File: src/rtl/line_buffer_ctrl.sv
// line_buffer_ctrl: sequences writes into four line buffers and reads three of
// them at a time to feed a 3x3 convolution kernel.
// Optional status outputs (lineCount, dropErr) exist only when the macro
// LBC_STATUS_EN is defined.
//
// state   | meaning
// IDLE    | waiting for three full lines and downstream space; no reads
// RD_BUSY | streaming one line out of the three active buffers
module line_buffer_ctrl #(
  parameter int IMG_WIDTH = 512,
  parameter int NUM_LB    = 4
) (
  input  logic              clk,
  input  logic              rst,
  input  logic              inPixelValid,
  input  logic              outSpaceAvail,
  output logic              inPixelReady,
  output logic [NUM_LB-1:0] lbWrEn,
  output logic [NUM_LB-1:0] lbRdEn,
  output logic [1:0]        rdSel,
  output logic              pixelDataValid,
`ifdef LBC_STATUS_EN
  output logic [2:0]        lineCount,
  output logic [0:0]        dropErr,
`endif
  output logic              interrupt
);

  localparam int PIX_W = (IMG_WIDTH > 1) ? $clog2(IMG_WIDTH) : 1;
  localparam int TOT_W = $clog2(NUM_LB * IMG_WIDTH + 1);
  localparam logic [PIX_W-1:0] PIX_LAST  = PIX_W'(IMG_WIDTH - 1);
  localparam logic [TOT_W-1:0] TOT_FULL  = TOT_W'(NUM_LB * IMG_WIDTH);
  localparam logic [TOT_W-1:0] TOT_READY = TOT_W'(3 * IMG_WIDTH);

  typedef enum logic {IDLE, RD_BUSY} state_t;

  state_t           state;
  logic [PIX_W-1:0] wrPixCnt;
  logic [PIX_W-1:0] rdPixCnt;
  logic [1:0]       wrLineSel;
  logic [1:0]       rdLineSel;
  logic [1:0]       rdSkip;
  logic [TOT_W-1:0] totalPixCnt;
  logic             wrAccept;
  logic             rdActive;

  // A read in the same cycle frees a slot, so a full buffer set can still
  // take a pixel while it is being drained.
  assign rdActive       = (state == RD_BUSY) && outSpaceAvail;
  assign inPixelReady   = (totalPixCnt < TOT_FULL) || rdActive;
  assign wrAccept       = inPixelValid && inPixelReady;
  assign pixelDataValid = rdActive;
  assign rdSel          = rdLineSel;

  // The three active rows are every buffer except the one three ahead of the
  // oldest row (that one is being refilled).
  assign rdSkip = rdLineSel + 2'd3;

  // Output enables; write enable is masked while reset is asserted.
  always_comb begin
    lbWrEn = '0;
    lbRdEn = '0;
    if (wrAccept && rst) lbWrEn = NUM_LB'(1) << wrLineSel;
    if (rdActive)        lbRdEn = ~(NUM_LB'(1) << rdSkip);
  end

  // Write-side pixel and line position.
  always_ff @(posedge clk or negedge rst) begin
    if (!rst) begin
      wrPixCnt  <= '0;
      wrLineSel <= 2'd0;
    end else if (wrAccept) begin
      if (wrPixCnt == PIX_LAST) begin
        wrPixCnt  <= '0;
        wrLineSel <= wrLineSel + 2'd1;
      end else begin
        wrPixCnt <= wrPixCnt + PIX_W'(1);
      end
    end
  end

  // Occupancy across all buffers: written but not yet consumed pixels.
  always_ff @(posedge clk or negedge rst) begin
    if (!rst) begin
      totalPixCnt <= '0;
    end else begin
      case ({wrAccept, rdActive})
        2'b10:   totalPixCnt <= totalPixCnt + TOT_W'(1);
        2'b01:   totalPixCnt <= totalPixCnt - TOT_W'(1);
        default: totalPixCnt <= totalPixCnt;
      endcase
    end
  end

  // Read FSM with read position, line select and end-of-line pulse.
  always_ff @(posedge clk or negedge rst) begin
    if (!rst) begin
      state     <= IDLE;
      rdPixCnt  <= '0;
      rdLineSel <= 2'd0;
      interrupt <= 1'b0;
    end else begin
      interrupt <= 1'b0;
      case (state)
        IDLE: begin
          if ((totalPixCnt >= TOT_READY) && outSpaceAvail) state <= RD_BUSY;
        end
        RD_BUSY: begin
          if (outSpaceAvail) begin
            if (rdPixCnt == PIX_LAST) begin
              rdPixCnt  <= '0;
              rdLineSel <= rdLineSel + 2'd1;
              state     <= IDLE;
              interrupt <= 1'b1;
            end else begin
              rdPixCnt <= rdPixCnt + PIX_W'(1);
            end
          end
        end
        default: state <= IDLE;
      endcase
    end
  end

`ifdef LBC_STATUS_EN
  assign lineCount = 3'(totalPixCnt / TOT_W'(IMG_WIDTH));

  // Sticky flag for any pixel offered while the buffers were full.
  always_ff @(posedge clk or negedge rst) begin
    if (!rst) begin
      dropErr <= 1'b0;
    end else if (inPixelValid && !inPixelReady) begin
      dropErr <= 1'b1;
    end
  end
`endif

endmodule

File: config.mk
export PLATFORM = sky130hd
export DESIGN_NAME = line_buffer_ctrl
export DESIGN_NICKNAME = d
export VERILOG_FILES = /design/src/rtl/line_buffer_ctrl.sv
export SDC_FILE = /design/constraint.sdc
export NUM_CORES = 1
export LEC_CHECK = 0
export CAP_MARGIN = 20
export CORE_MARGIN = 5
export CORE_UTILIZATION = 30
export CTS_BUF_LIST = sky130_fd_sc_hd__clkbuf_4
export DETAILED_ROUTE_END_ITERATION = 7
export MAX_ROUTING_LAYER = met4
export PLACE_DENSITY_LB_ADDON = 0.3
export SLEW_MARGIN = 5
export SYNTH_ARGS = -nofsm -noshare
export SYNTH_HDL_FRONTEND = slang
export SYNTH_SLANG_ARGS = --single-unit
File: constraint.sdc
create_clock -name clk -period 2.86 [get_ports clk]
set_input_delay 0.572 -clock clk [delete_from_list [all_inputs] [get_ports clk]]
set_output_delay 0.572 -clock clk [all_outputs]
set_load 0.01 [all_outputs]
==> impl_metrics.ini, run 1 <==
[outcome]
outcome = finished clean

[final_layout]
fillers = 772
fin_cells = 387
area_growth_pct = 21.3
n_antenna_cell = 0
drive_gt1_share_pct = 17.2
nets = 304

[setup_path]
crit_arrival_ns = 2.11
critPathLaunchType = input port
crit_fanout = 8
worstSetupEndpointType = output port
critPathKind = in -> out
startpoint = inPixelValid
crit_required_ns = 2.29
timing.rr.start = state$_DFF_PN0_

[synth]
synthTopCellsByCount = 36 x dfrtp_1, 25 x o21ai_0, 22 x nand2_1, 21 x nor2_1, 16 x ha_1
synth_area_leaders = dfrtp_1 39%, ha_1 8.7%, o21ai_0 5.4%, and3_1 3.8%, nand2_1 3.6%
ys_warn_count = 0
yosys.area.top_type = dfrtp_1
synth_area_sq_um = 2300
synth_edf_count = 0
synth_top_area_share_pct = 39.2
ys_seq_area_share_pct = 39.2
syn_inst = 256
synthFlopType = dfrtp_1
yosysMostFrequentCell = dfrtp_1
ys_seq_elements = 36
syn_avg_cell_area_sq_um = 8.99
syn_nets = 276
ys_types = 52
ys_async_sr_fraction_pct = 100

[detailed_routing]
routed_wl_um = 5090
ant_nets = 0
initialDrtViolationCount = 60
dr_total_vias = 1924
dr.pass1.iters = 4
detail_route.wl_per_cell_um = 13.2
vias_per_cell = 4.97
drc_errors = 0

[global_routing]
grt_pass1_wl_um = 9030
track_usage_pct = 11.8
grt_max_degree = 37
met2_usage_pct = 17.9
grt_overflow = 0
use_met1_pct = 15.4
grt-busiest-layer = met2
grt_pass1_vias = 1937
antenna_found_initial = 0
use_met3_pct = 2.23

[floorplanning]
io_pins = 17
rows = 32
die_x_um = 97.6
core-area_sq_um = 7610
dieArea_sq_um = 9520
fp.dieH_um = 97.6
initial_utilization_pct = 30.2

[clock_tree]
cts_tree = done
path_clk_slew_ns = 0.12
htree_num_levels = 2
clk-insertion-delay-late_ns = 0.35
clockRootBuffer = clkbuf_4
post_cts_buffers = 0
hold_buffers = 0
clock_path_buffers = 2
cts_sinks = 36
cts_made_buffers = 5

[power_and_ir_drop]
internal_power_uw = 1000
pwr-share-clk_pct = 24.8
p_switching_uw = 532
comb_power_share_pct = 25.4
powerDensity_nw_per_um2 = 549
seqPwrFrac_pct = 49.8
p_leak_uw = 0.00131
p_sw_share_pct = 34.7
peakVddDrop_mv = 0.281

[sta]
relSlewSlack_pct = 67.2
period_needed_ns = 2.69
grt_setup_unrepaired = false
worstMarginPinSlew_ns = 0.492
hold_viol_final = 0
fmax_mhz = 372
timing.final.ws_setup_ns = 0.175
fin_skew_ns = 0.0118
drv_slew = 0
setup-violations-final = 0
finalCritPeriodShare_pct = 93.9

[hold_path]
timing.hold.worst.class = in -> async

[place]
hpwl_um = 3650
numPortBuffers = 16
place_ws_ns = -0.287
dp.cells = 379
place_congestion = 0.820

[job]
max_cap_viol_count = 0
## worst max-delay path, stage by stage
cell             delay (ns)
clkdlybuf4s50_1        0.50
and2_4                 0.20
buf_4                  0.15
and3_1                 0.16
clkdlybuf4s50_1        0.53
## path summary, 6_finish.rpt
kind                                                    to  slack [ns]  cells past startpoint
worst max-delay path                             lbWrEn[3]        0.17                      5
worst min-delay path            totalPixCnt[9]$_DFFE_PN0P_        0.31                      2
worst max register to register  totalPixCnt[8]$_DFFE_PN0P_        0.43                     13
worst min register to register     wrPixCnt[6]$_DFFE_PN0P_        0.49                      1
max in group asynchronous       totalPixCnt[1]$_DFFE_PN0P_        2.19                      2
min in group clk                   wrPixCnt[6]$_DFFE_PN0P_        0.49                      1
## stage by stage
stage	total power, uW	setup TNS [ns]	area (sq um)	hold WS, ns	utilization (%)
6_report	1530	0	2790	0.310	36.7
3_3_place_gp	1130	-1.52	2690	0.464	35.3
5_1_grt	1640	0	2790	0.362	36.7
4_1_cts	1520	0	2770	0.341	36.3
2_1_floorplan	1030	0	2360	0.276	-
3_5_place_dp	1140	-1.75	2690	0.472	35.3
## per-layer routing
layer / vias to the layer above / wire [um]
met4: 0 / 106
met2: 25 / 2320
met1: 927 / 2530
met3: 9 / 138
met5: - / 0
li1: 963 / -
## cell usage in the layout, fill, tap and decap left out, types with 4 or more instances in the layout
cell type / synthesis / final
clkdlybuf4s50_1: 0 / 13
dfrtp_1: 36 / 36
a31oi_1: 5 / 5
xor2_1: 8 / 8
nor2_1: 21 / 21
and3_1: 14 / 14
nand3_1: 6 / 6
a21oi_1: 8 / 7
nand2_1: 22 / 21
inv_1: 8 / 8
nand2b_1: 7 / 7
nand4_1: 4 / 4
nor2b_1: 4 / 4
ha_1: 16 / 13
o31ai_1: 6 / 6
buf_4: 3 / 21
o21ai_0: 25 / 24
clkbuf_4: 0 / 6
xnor2_1: 8 / 8
## flip-flops by register name (all words and copies together), names as in the netlist
| signal | flops |
|---|---|
| state | 1 |
| totalPixCnt | 12 |
| rdSel | 2 |
| wrLineSel | 2 |
| rdPixCnt | 9 |
| interrupt | 1 |
| wrPixCnt | 9 |
## final cells by class
class | count | area, sq um | share of cell area [%]
Clock buffer | 6 | 45.0 | 1.61
Clock inverter | 2 | 35.0 | 1.26
Inverter | 10 | 50.0 | 1.79
Multi-Input combinational cell | 194 | 1320 | 47.1
Sequential cell | 36 | 901 | 32.3
Tap cell | 102 | 128 | 4.57
Timing Repair Buffer | 37 | 318 | 11.4
## logic make-up (layout without fill, tap and decap cells)
family / Yosys count / in the layout / share of synthesized area (%)
compound gates: 70 / 70 / 19.6
fa+ha+maj: 16 / 16 / 8.70
xor+xnor: 16 / 16 / 6.09
flops: 36 / 36 / 39.2
mux: 4 / 4 / 1.90
simple gates: 88 / 88 / 19.1
buf+inv: 26 / 55 / 5.38
## power groups by stage
stage / registers (uW) / logic [uW] / clock network, uW
floorplan: 680 / 347 / 0
global placement: 763 / 366 / 0
detailed placement: 763 / 373 / 0
CTS: 753 / 375 / 393
global route: 786 / 449 / 407
finish: 764 / 389 / 381
## timing repair
action | 4_1_cts | 5_1_grt
gates resized for setup | 0 | 7
endpoints found under the setup margin | 0 | 12
endpoints found under the hold margin | 0 | 0
No activity file was read; power rests on OpenSTA's default activity.
==> inputs of run 2 (changes only) <==
--- a/config.mk
+++ b/config.mk
@@ -9,6 +9,7 @@
 export CORE_MARGIN = 5
 export CORE_UTILIZATION = 30
 export CTS_BUF_LIST = sky130_fd_sc_hd__clkbuf_4
+export CTS_CLUSTER_DIAMETER = 30
 export DETAILED_ROUTE_END_ITERATION = 7
 export MAX_ROUTING_LAYER = met4
 export PLACE_DENSITY_LB_ADDON = 0.3
==> results of run 2 <==
Same layout as run 1: the final DEF is identical, and so are final timing and power.
